### config.mk
export PLATFORM = sky130hd
export DESIGN_NAME = acs_unit
export DESIGN_NICKNAME = d
export VERILOG_FILES = /design/src/rtl/acs_unit.sv
export SDC_FILE = /design/constraint.sdc
export NUM_CORES = 1
export LEC_CHECK = 0
export CORE_MARGIN = 5
export CORE_UTILIZATION = 50
export DETAILED_ROUTE_END_ITERATION = 12
export GPL_TIMING_DRIVEN = 0
export HOLD_SLACK_MARGIN = 0.1
export PLACE_DENSITY = 0.68
export SYNTH_ARGS = -nofsm -noshare
export SYNTH_HDL_FRONTEND = slang
export SYNTH_SLANG_ARGS = --single-unit
export TNS_END_PERCENT = 10
### constraint.sdc
create_clock -name clk -period 8.6 [get_ports clk]
set_input_delay 1.72 -clock clk [delete_from_list [all_inputs] [get_ports clk]]
set_output_delay 1.72 -clock clk [all_outputs]
set_load 0.005 [all_outputs]
### src/rtl/acs_unit.sv
// -----------------------------------------------------------------------------
// acs_unit
//   Add-compare-select stage for a K=3, rate-1/2 (7,5) Viterbi decoder.
//   Keeps four path metrics. For each accepted set of branch metrics it
//   registers the new metrics, the survivor decision per next-state and the
//   index/value of the smallest new metric.
//
// Ports
//   clk         rising-edge clock
//   rst_n       asynchronous active-low reset
//   init        synchronous restart (reload start metrics, drop symbol)
//   in_valid    branch metrics valid this cycle
//   bm00..bm11  Hamming distance of the received pair to each codeword
//   out_valid   dec/best_state/best_pm were updated on the last edge
//   dec         survivor decision, bit n belongs to next-state n
//   best_state  index of the minimum path metric (lowest index on ties)
//   best_pm     value of the minimum path metric
//
// Handshake: in_valid is a one-cycle qualifier with no ready; every
// in_valid=1 cycle (without init) yields exactly one out_valid pulse on the
// following cycle. The consumer must accept every pulse.
// -----------------------------------------------------------------------------
module acs_unit #(
  parameter int PM_W    = 8,
  parameter int INIT_PM = 16
) (
  input  logic            clk,
  input  logic            rst_n,
  input  logic            init,
  input  logic            in_valid,
  input  logic [1:0]      bm00,
  input  logic [1:0]      bm01,
  input  logic [1:0]      bm10,
  input  logic [1:0]      bm11,
  output logic            out_valid,
  output logic [3:0]      dec,
  output logic [1:0]      best_state,
  output logic [PM_W-1:0] best_pm
);

  localparam logic [PM_W-1:0] INIT_V = PM_W'(INIT_PM);
  localparam logic [PM_W-1:0] MSB_M  = PM_W'(1) << (PM_W - 1);

  logic [3:0][PM_W-1:0] r_pm;
  logic                 r_out_valid;
  logic [3:0]           r_dec;
  logic [1:0]           r_best_state;
  logic [PM_W-1:0]      r_best_pm;

  // Candidates are one bit wider than the metrics so the add cannot wrap.
  logic [PM_W:0]        w_ca [4];
  logic [PM_W:0]        w_cb [4];
  logic [PM_W:0]        w_min [4];
  logic [3:0]           w_sel;
  logic                 w_norm;
  logic [3:0][PM_W-1:0] w_new;
  logic [1:0]           w_idx01;
  logic [1:0]           w_idx23;
  logic [PM_W-1:0]      w_val01;
  logic [PM_W-1:0]      w_val23;
  logic [1:0]           w_best_idx;
  logic [PM_W-1:0]      w_best_val;
  logic                 w_unused;

  // Trellis: ns0 <- s0/bm00 | s1/bm11, ns1 <- s2/bm10 | s3/bm01,
  //          ns2 <- s0/bm11 | s1/bm00, ns3 <- s2/bm01 | s3/bm10.
  always_comb begin
    w_ca[0] = {1'b0, r_pm[0]} + (PM_W+1)'(bm00);
    w_cb[0] = {1'b0, r_pm[1]} + (PM_W+1)'(bm11);
    w_ca[1] = {1'b0, r_pm[2]} + (PM_W+1)'(bm10);
    w_cb[1] = {1'b0, r_pm[3]} + (PM_W+1)'(bm01);
    w_ca[2] = {1'b0, r_pm[0]} + (PM_W+1)'(bm11);
    w_cb[2] = {1'b0, r_pm[1]} + (PM_W+1)'(bm00);
    w_ca[3] = {1'b0, r_pm[2]} + (PM_W+1)'(bm01);
    w_cb[3] = {1'b0, r_pm[3]} + (PM_W+1)'(bm10);
  end

  // Strict compare: a tie keeps the even predecessor (decision 0).
  always_comb begin
    w_sel = '0;
    for (int i = 0; i < 4; i++) begin
      w_sel[i] = (w_cb[i] < w_ca[i]);
      w_min[i] = w_sel[i] ? w_cb[i] : w_ca[i];
    end
  end

  // The metric spread is small, so once every metric has its MSB set the
  // MSB carries no information and is dropped from all four at once.
  always_comb begin
    w_norm = w_min[0][PM_W-1] & w_min[1][PM_W-1] &
             w_min[2][PM_W-1] & w_min[3][PM_W-1];
    for (int i = 0; i < 4; i++) begin
      w_new[i] = w_min[i][PM_W-1:0] & ~(w_norm ? MSB_M : '0);
    end
  end

  // Bit PM_W of the winners is always 0 given the bounded spread.
  assign w_unused = w_min[0][PM_W] | w_min[1][PM_W] |
                    w_min[2][PM_W] | w_min[3][PM_W];

  // Argmin as a two-level tree; each level prefers the lower index on ties.
  always_comb begin
    w_idx01    = (w_new[1] < w_new[0]) ? 2'd1 : 2'd0;
    w_val01    = (w_new[1] < w_new[0]) ? w_new[1] : w_new[0];
    w_idx23    = (w_new[3] < w_new[2]) ? 2'd3 : 2'd2;
    w_val23    = (w_new[3] < w_new[2]) ? w_new[3] : w_new[2];
    w_best_idx = (w_val23 < w_val01) ? w_idx23 : w_idx01;
    w_best_val = (w_val23 < w_val01) ? w_val23 : w_val01;
  end

  always_ff @(posedge clk or negedge rst_n) begin
    if (!rst_n) begin
      r_pm         <= {INIT_V, INIT_V, INIT_V, PM_W'(0)};
      r_out_valid  <= 1'b0;
      r_dec        <= '0;
      r_best_state <= '0;
      r_best_pm    <= '0;
    end else if (init) begin
      r_pm         <= {INIT_V, INIT_V, INIT_V, PM_W'(0)};
      r_out_valid  <= 1'b0;
      r_dec        <= '0;
      r_best_state <= '0;
      r_best_pm    <= '0;
    end else if (in_valid) begin
      r_pm         <= w_new;
      r_out_valid  <= 1'b1;
      r_dec        <= w_sel;
      r_best_state <= w_best_idx;
      r_best_pm    <= w_best_val;
    end else begin
      r_out_valid  <= 1'b0;
    end
  end

  assign out_valid  = r_out_valid;
  assign dec        = r_dec;
  assign best_state = r_best_state;
  assign best_pm    = r_best_pm;

endmodule

==> key figures, run 1 <==
Status
  – Status: complete, no violations

STA
  – Fmax: 120 MHz
  – Period utilization: 96.8%
  – Pins over their slew limit: 0
  – Fin crit period: 8.32 ns
  – Final Hold Viols: 0
  – Worst-Margin Slew: 0.811 ns
  – Worst Clk Skew: 0.00945 ns
  – Rel. slew slack: 45.4%
  – Final setup vio count: 0

Yosys
  – Yosys reg bits: 47
  – Area contributors post-synth: dfrtp_1, ha_1, mux2i_1, nor2_1, xnor2_1
  – Ys Warns: 0
  – Gate Count Post-Synth: 597
  – Mapped Avg Cell Area: 8.70 sq um
  – Post-synthesis cell type count: 61
  – Mapped Area: 5190 sq um
  – Seq/Total Area, Yosys: 22.7%
  – Top cell type's share of synthesized area: 21.2%
  – Synth Flop Type: dfrtp_1
  – Post-Syn Nets: 684
  – Most frequent cell after synthesis: ha_1
  – Yosys top cell by area: dfrtp_1
  – EDFF count, synth: 0
  – Commonest cells post-synth: ha_1, nor2_1, dfrtp_1
  – Share of synthesized flip-flops with an asynchronous set or reset: 100%

Floorplan
  – Core Area: 10200 sq um
  – Die height: 112 um
  – Die area: 12500 sq um
  – Initial Utilization: 50.8%
  – Top-Level Pins: 27
  – Std-Cell Rows: 37
  – Die width: 112 um

Worst setup path
  – Critical path buffer and inverter count: 5
  – Flop2flop setup slack: 1.67 ns
  – Worst Path Max Fanout: 10
  – Max incr delay on CP: 0.47 ns
  – CP arrival: 8.54 ns
  – Crit path top cell by count: ha_1
  – CP Class: in -> reg
  – Critical path endpoint category: flip-flop
  – WP data required: 8.82 ns
  – CP max stage cell: or4_4
  – Crit-path leading delay family: compound AO/OA/AOI/OAI gates
  – Worst setup SP type: input pin

Drt
  – Drt total wl: 14400 um
  – Residual DRC: 0
  – Final ANT Viol Nets: 0
  – Vias post-DR: 4571
  – Initial DRC Count: 268
  – Routed len/inst: 18.5 um
  – Routed vias/inst: 5.88
  – Initial DRT Pass Iterations: 5

Clocking
  – Num Clock Sinks: 47
  – Root Driver: clkbuf_8
  – CTS Buffer Depth: 2
  – H-tree levels: 2
  – CTS Buf Count: 5
  – CTS clk-pin slew, worst paths: 0.08 ns
  – CTS tree: done
  – Clock Latency Late Sink: 0.30 ns

Global route
  – GR Overflow Total: 0
  – Total GRT Usage: 22.7%
  – Vias in the first global route: 4526
  – First-pass GRT wire length: 23000 um
  – Initial antenna violation count: 0
  – Largest net degree at the start of global routing: 36

Place
  – Post-DP HPWL: 11600 um
  – Placed cell count: 759
  – GPL Wtd Cong: 0.933
  – Port Buffers: 25

Layout
  – Nets@finish: 727
  – Syn-to-layout area delta: 15.9%
  – Post-Layout Cell Count: 777
  – ANT cells: 0
  – Proportion of layout cells with a drive suffix above 1: 12.9%

Flow run
  – MaxCap Viol Count: 0

Min path
  – Hold WC Path Type: reg -> reg
stage by stage:
| step | hold slack [ns] | util (%) | setup TNS [ns] | setup WS [ns] | cell area (sq um) |
|---|---|---|---|---|---|
| after floorplan | 0.473 | - | 0 | 0.642 | 5190 |
| after global placement | 0.472 | 54.9 | -3.78 | -0.594 | 5610 |
| after detailed placement | 0.480 | 55.0 | -5.46 | -0.768 | 5630 |
| after CTS | 0.505 | 56.6 | 0 | 0.00736 | 5800 |
| after global routing | 0.535 | 58.8 | -0.0122 | -0.0122 | 6020 |
| final | 0.496 | 58.8 | 0 | 0.278 | 6020 |
tightest hold or removal path: cells and delay by family (launching register included):
family / cells / cell delay (ns)
and+or+nand+nor: 1 / 0.05
DFF: 1 / 0.35
AOI/OAI and AO/OA: 1 / 0.06
sequential cells by signal (all words and copies together), names as in the netlist:
| register | flops |
|---|---|
| best_state | 2 |
| r_pm | 32 |
| out_valid | 1 |
| dec | 4 |
| best_pm | 8 |
per-layer routing:
layer	GRT usage, %	part of all wire (%)
met5	0	0
met4	7.95	2.7
met3	2.39	3.1
met2	37.8	48
met1	30.6	47
logic make-up (layout without fill, tap and decap cells):
group                    count (synthesis)  after routing  synth area share [%]
AO/OA/AOI/OAI                          137            137                  18.7
XOR/XNOR                                44             44                  7.42
adder cells (fa/ha/maj)                 75             75                  19.2
buffers and inverters                   65            109                  5.16
flip-flops                              47             47                  22.7
multiplexers                            52             52                  10.4
AND/OR/NAND/NOR                        177            177                  16.4
placed cells by master, fill, tap and decap left out, drive strengths merged, types with 4 or more instances in the layout:
master         Yosys  final
ha                67     67
nor2              61     61
dfrtp             44     44
inv               42     42
mux2i             39     39
nand2             38     38
a21oi             35     35
o21ai             26     26
buf               12     24
clkdlybuf4s50      0     22
xnor2             22     22
xor2              22     22
nand3             19     19
clkbuf            11     18
a21o              14     14
a211oi            13     13
mux2              13     13
nor2b             12     12
and3              10     10
nand4              8      8
nand2b             8      8
o21a               8      8
a31oi              8      8
fa                 8      8
a211o              6      6
nor3b              6      6
o211ai             6      6
a41oi              4      4
final timing paths:
kind	start	end	depth (start not counted)
min in group asynchronous	rst_n	out_valid	1
hold / removal	best_pm[2]	best_pm[2]	2
hold reg to reg	best_pm[2]	best_pm[2]	2
setup reg to reg	r_pm[25]	best_state[0]	30
setup / recovery	bm01[0]	best_state[0]	31
max in group asynchronous	rst_n	r_pm[20]	2
cell type report:
type | count | area, sq um
Tap cell | 136 | 170
Sequential cell | 47 | 1180
Timing Repair Buffer | 37 | 353
Inverter | 42 | 158
Buffer | 22 | 114
Multi-Input combinational cell | 485 | 3950
Clock inverter | 1 | 5.00
Fill cell | 912 | 4210
Clock buffer | 7 | 86.3
repair_timing:
item | in CTS | in global routing
pin swaps | 0 | 5
hold buffers | 0 | 0
endpoints found under the setup margin | 9 | 10
gates resized for setup | 14 | 30
buffers inserted | 1 | 10
endpoints found under the hold margin | 0 | 0
gates cloned | 0 | 0
Power of run 1 is left out: the tool's default activity adds up to more than one toggle a clock period on the data nets, which glitch-free logic cannot reach.
==> run 2, diff against run 1 <==
--- a/config.mk
+++ b/config.mk
@@ -8,9 +8,9 @@
 export CORE_MARGIN = 5
 export CORE_UTILIZATION = 50
 export DETAILED_ROUTE_END_ITERATION = 12
+export DONT_BUFFER_PORTS = 1
 export GPL_TIMING_DRIVEN = 0
 export HOLD_SLACK_MARGIN = 0.1
-export PLACE_DENSITY = 0.68
 export SYNTH_ARGS = -nofsm -noshare
 export SYNTH_HDL_FRONTEND = slang
 export SYNTH_SLANG_ARGS = --single-unit
==> run 2 against run 1 <==
Effect of this change:
- register-to-register slack worse by 0.31 ns
- critical path depth is 1 lower
- sequential share of layout area is 1.7 points higher
- final cell count is 4.6% lower
==> key figures, run 2 (synthesized netlist as in run 1, its figures left out) <==
Status
  – Status: complete, no violations

Drt
  – Initial DRC Count: 281
  – Vias post-DR: 4327
  – Drt total wl: 14400 um
  – Routed len/inst: 19.4 um
  – Final ANT Viol Nets: 0
  – Initial DRT Pass Iterations: 5
  – Routed vias/inst: 5.84
  – Residual DRC: 0

Min path
  – Hold WC Path Type: reg -> reg

Layout
  – Most frequent cells in the layout: ha_1, nor2_1, dfrtp_1
  – Syn-to-layout area delta: 6.51%
  – Nets@finish: 691
  – Proportion of layout cells with a drive suffix above 1: 8.43%
  – ANT cells: 0
  – Max reg flops: 32
  – Final core area utilization: 54.1%
  – Most flops, register: r_pm
  – Most common cell after layout, fill and taps aside: ha_1

Clocking
  – CTS Buffer Depth: 2
  – CTS clk-pin slew, worst paths: 0.09 ns
  – Setup Buffers After CTS: 0
  – H-tree levels: 2
  – # hold bufs at CTS: 0
  – Clock Latency Late Sink: 0.32 ns
  – CTS tree: done
  – Root Driver: clkbuf_8
  – CTS Buf Count: 5
  – Num Clock Sinks: 47

Worst setup path
  – Worst Path Max Fanout: 10
  – CP arrival: 8.36 ns
  – WP data required: 8.80 ns
  – Critical path endpoint category: flip-flop
  – Crit-path leading delay family: compound AO/OA/AOI/OAI gates
  – Worst setup SP type: input pin
  – CP max stage cell: or4_1
  – CP Class: in -> reg
  – Crit path top cell by count: ha_1
  – Max incr delay on CP: 0.47 ns
  – Critical path buffer and inverter count: 4

STA
  – Worst Clk Skew: 0.0193 ns
  – Period utilization: 94.8%
  – Worst-Margin Slew: 0.853 ns
  – Pins over their slew limit: 0
  – Final setup vio count: 0
  – Setup TNS: 0 ns
  – Rel. slew slack: 42.5%
  – Fmax: 123 MHz
  – Final Hold Viols: 0
  – RSZ-0062 raised after global routing: no
  – Fin crit period: 8.15 ns
  – WHS: 0.529 ns

Place
  – GPL Wtd Cong: 0.920
  – Port Buffers: 0
  – Post-DP HPWL: 11600 um

Flow run
  – MaxCap Viol Count: 0

Floorplan
  – Top-Level Pins: 27
  – Std-Cell Rows: 37
  – Die width: 112 um
  – Initial Utilization: 50.8%
  – Die height: 112 um
  – Die area: 12500 sq um
  – Core Area: 10200 sq um

Global route
  – First-pass GRT wire length: 23800 um
  – Initial antenna violation count: 0
  – Total GRT Usage: 23.7%
  – GR Overflow Total: 0
  – Largest net degree at the start of global routing: 48
  – Vias in the first global route: 4435
==> run 2: worst min-delay path, delay by kind of cell (launching register included) <==
family	cells	cell delay, ns
flip-flops	1	0.38
AO/OA/AOI/OAI	1	0.07
AND/OR/NAND/NOR	1	0.05
==> run 2: path summary, 6_finish.rpt <==
kind	from	to	slack, ns	cells past startpoint
setup / recovery	bm01[0]	best_pm[7]	0.45	30
hold / removal	best_pm[2]	best_pm[2]	0.53	2
setup reg to reg	r_pm[10]	best_pm[7]	1.36	31
hold reg to reg	best_pm[2]	best_pm[2]	0.53	2
max in group asynchronous	rst_n	r_pm[28]	7.32	0
min in group asynchronous	rst_n	r_pm[13]	1.08	0
==> run 2: final cells by class <==
cell class | count | area, sq um
tap | 136 | 170
sequential | 47 | 1180
clock buffer | 6 | 82.6
inverter | 42 | 158
fill | 956 | 4700
clock inverter | 2 | 35.0
multi-input combinational | 485 | 3790
buffer | 23 | 116
==> run 2: routing by layer <==
metal  global-route usage [%]  up-vias  wire length (um)
li1                         -     2151                 -
met1                     33.2     2071              6790
met2                     39.3       88              6830
met3                     2.50       17               528
met4                     5.43        0               258
met5                        0        -                 0
==> run 2: through the flow <==
| step | setup WS, ns | instance area [sq um] | std cells |
|---|---|---|---|
| finish | 0.447 | 5530 | 741 |
| global route | 0.0136 | 5530 | 741 |
| CTS | 0.0783 | 5480 | 741 |
| detailed placement | -0.371 | 5360 | 733 |
| global placement | -0.217 | 5360 | 733 |
| floorplan | 0.642 | 5190 | 597 |
==> run 2: what timing repair did <==
action,4_1_cts,5_1_grt
setup endpoints to repair,1,9
gates resized for setup,1,11
pin swaps,0,0
Power of run 2 is left out for the same reason.
==> run 3, diff against run 2 <==
--- a/config.mk
+++ b/config.mk
@@ -9,6 +9,7 @@
 export CORE_UTILIZATION = 50
 export DETAILED_ROUTE_END_ITERATION = 12
 export DONT_BUFFER_PORTS = 1
+export GPL_ROUTABILITY_DRIVEN = 0
 export GPL_TIMING_DRIVEN = 0
 export HOLD_SLACK_MARGIN = 0.1
 export SYNTH_ARGS = -nofsm -noshare
==> run 3 against run 2 <==
Effect of this change:
- clock skew is 0.0071 ns lower
- die area did not move
- final cell count is the same
- core utilization shrank 0.42 points
- hold slack got worse by 0.0013 ns
- fmax down 0.43%
- cell area is 0.77% lower
- routed wire length is 0.22% lower
- critical path depth is the same
- global-route usage is 0.32 points lower
- clock-buffer cell count up 1
- highest routed layer unchanged
==> key figures, run 3 (synthesized netlist as in run 1, its figures left out) <==
Layout
  – Most common cell after layout, fill and taps aside: ha_1
  – Post-Layout Cell Count: 741
  – Max reg flops: 32
  – Post-route cell area: 5490 sq um
  – Most frequent cells in the layout: ha_1, nor2_1, dfrtp_1
  – Syn-to-layout area delta: 5.69%
  – # fillers: 995
  – Most flops, register: r_pm
  – Proportion of layout cells with a drive suffix above 1: 8.10%
  – Nets@finish: 691
  – ANT cells: 0

Drt
  – Routed len/inst: 19.4 um
  – Vias post-DR: 4377
  – Drt total wl: 14400 um
  – Residual DRC: 0
  – Initial DRC Count: 247
  – Final ANT Viol Nets: 0
  – Routed vias/inst: 5.91
  – Initial DRT Pass Iterations: 5

Floorplan
  – Die width: 112 um
  – Core Area: 10200 sq um
  – Top-Level Pins: 27
  – Initial Utilization: 50.8%
  – Die height: 112 um
  – Std-Cell Rows: 37
  – Die area: 12500 sq um

Place
  – Post-DP HPWL: 11500 um
  – Area post-placement: 5360 sq um
  – Port Buffers: 0
  – Placed cell count: 733

Min path
  – Hold Crit Start: best_pm[2]
  – Hold depth: 2
  – Hold WC Path Type: reg -> reg
  – WHS Endpoint: best_pm[2]

STA
  – Pins over their slew limit: 0
  – RSZ-0062 raised after global routing: no
  – Fin crit period: 8.19 ns
  – Rel. slew slack: 41.6%
  – Final Hold Viols: 0
  – Worst-Margin Slew: 0.867 ns
  – Fmax: 122 MHz
  – Period utilization: 95.2%
  – Final setup vio count: 0
  – Worst Clk Skew: 0.0122 ns

Clocking
  – CTS tree: done
  – Num Clock Sinks: 47
  – Clock Latency Late Sink: 0.31 ns
  – CTS Buffer Depth: 2
  – CTS clk-pin slew, worst paths: 0.09 ns
  – H-tree levels: 2
  – Root Driver: clkbuf_8
  – # hold bufs at CTS: 0
  – CTS Buf Count: 5
  – Setup Buffers After CTS: 0

Worst setup path
  – Worst Path Max Fanout: 10
  – CP max stage cell: or4_1
  – R2R Path End: best_pm[7]
  – CP Class: in -> reg
  – Critical path endpoint category: flip-flop
  – Worst setup SP type: input pin
  – CP arrival: 8.38 ns
  – Flop2flop setup slack: 1.34 ns
  – R2R Path Start: r_pm[10]
  – Crit path top cell by count: ha_1
  – Cells on worst reg2reg path: 31
  – Max incr delay on CP: 0.46 ns
  – WP data required: 8.80 ns

Global route
  – Initial antenna violation count: 0
  – Largest net degree at the start of global routing: 48
  – First-pass GRT wire length: 23500 um
  – Vias in the first global route: 4399
  – GR Overflow Total: 0
  – Total GRT Usage: 23.4%

Status
  – Status: complete, no violations

Flow run
  – MaxCap Viol Count: 0
==> run 3: what timing repair did <==
item,4_1_cts,5_1_grt
gates cloned,0,0
endpoints found under the setup margin,1,9
pin swaps,0,0
resized for setup,1,11
==> run 3: worst max path at each step <==
stage	from	endpoint	cells past startpoint
floorplan	bm01[0]	best_pm[7]	30
global placement	bm01[0]	best_pm[7]	30
detailed placement	bm01[0]	best_pm[7]	30
CTS	bm01[0]	best_pm[7]	30
global route	bm01[0]	best_pm[7]	30
finish	bm01[0]	best_pm[7]	30
==> run 3: layout make-up <==
cell class / count / area [sq um] / share of cell area, %
buffer: 23 / 116 / 2.12
clock buffer: 7 / 76.3 / 1.39
clock inverter: 1 / 5.00 / 0.0912
inverter: 42 / 158 / 2.87
multi-input combinational: 485 / 3780 / 68.9
sequential: 47 / 1180 / 21.5
tap: 136 / 170 / 3.10
==> run 3: per-layer routing <==
metal | up-vias | routed length [um] | track usage [%]
li1 | 2156 | - | -
met1 | 2121 | 6700 | 32.0
met2 | 83 | 6800 | 39.4
met3 | 17 | 573 | 2.66
met4 | 0 | 293 | 5.68
met5 | - | 0 | 0
==> run 3: metrics by stage <==
step	utilization (%)	worst slack (ns)	setup TNS, ns	hold WS [ns]
after global routing	53.6	0.0289	0	0.549
after global placement	52.4	-0.248	-0.366	0.511
after CTS	53.2	0.0642	0	0.534
after floorplan	-	0.642	0	0.473
final	53.6	0.411	0	0.528
after detailed placement	52.4	-0.370	-1.37	0.501
==> run 3: worst max-delay path, delay by kind of cell <==
kind | cells | cell delay, ns
adder cells (fa/ha/maj) | 5 | 1.53
buffers and inverters | 4 | 0.56
AO/OA/AOI/OAI | 13 | 2.61
AND/OR/NAND/NOR | 6 | 1.32
multiplexers | 1 | 0.41
XOR/XNOR | 1 | 0.22
Power of run 3 is left out for the same reason.
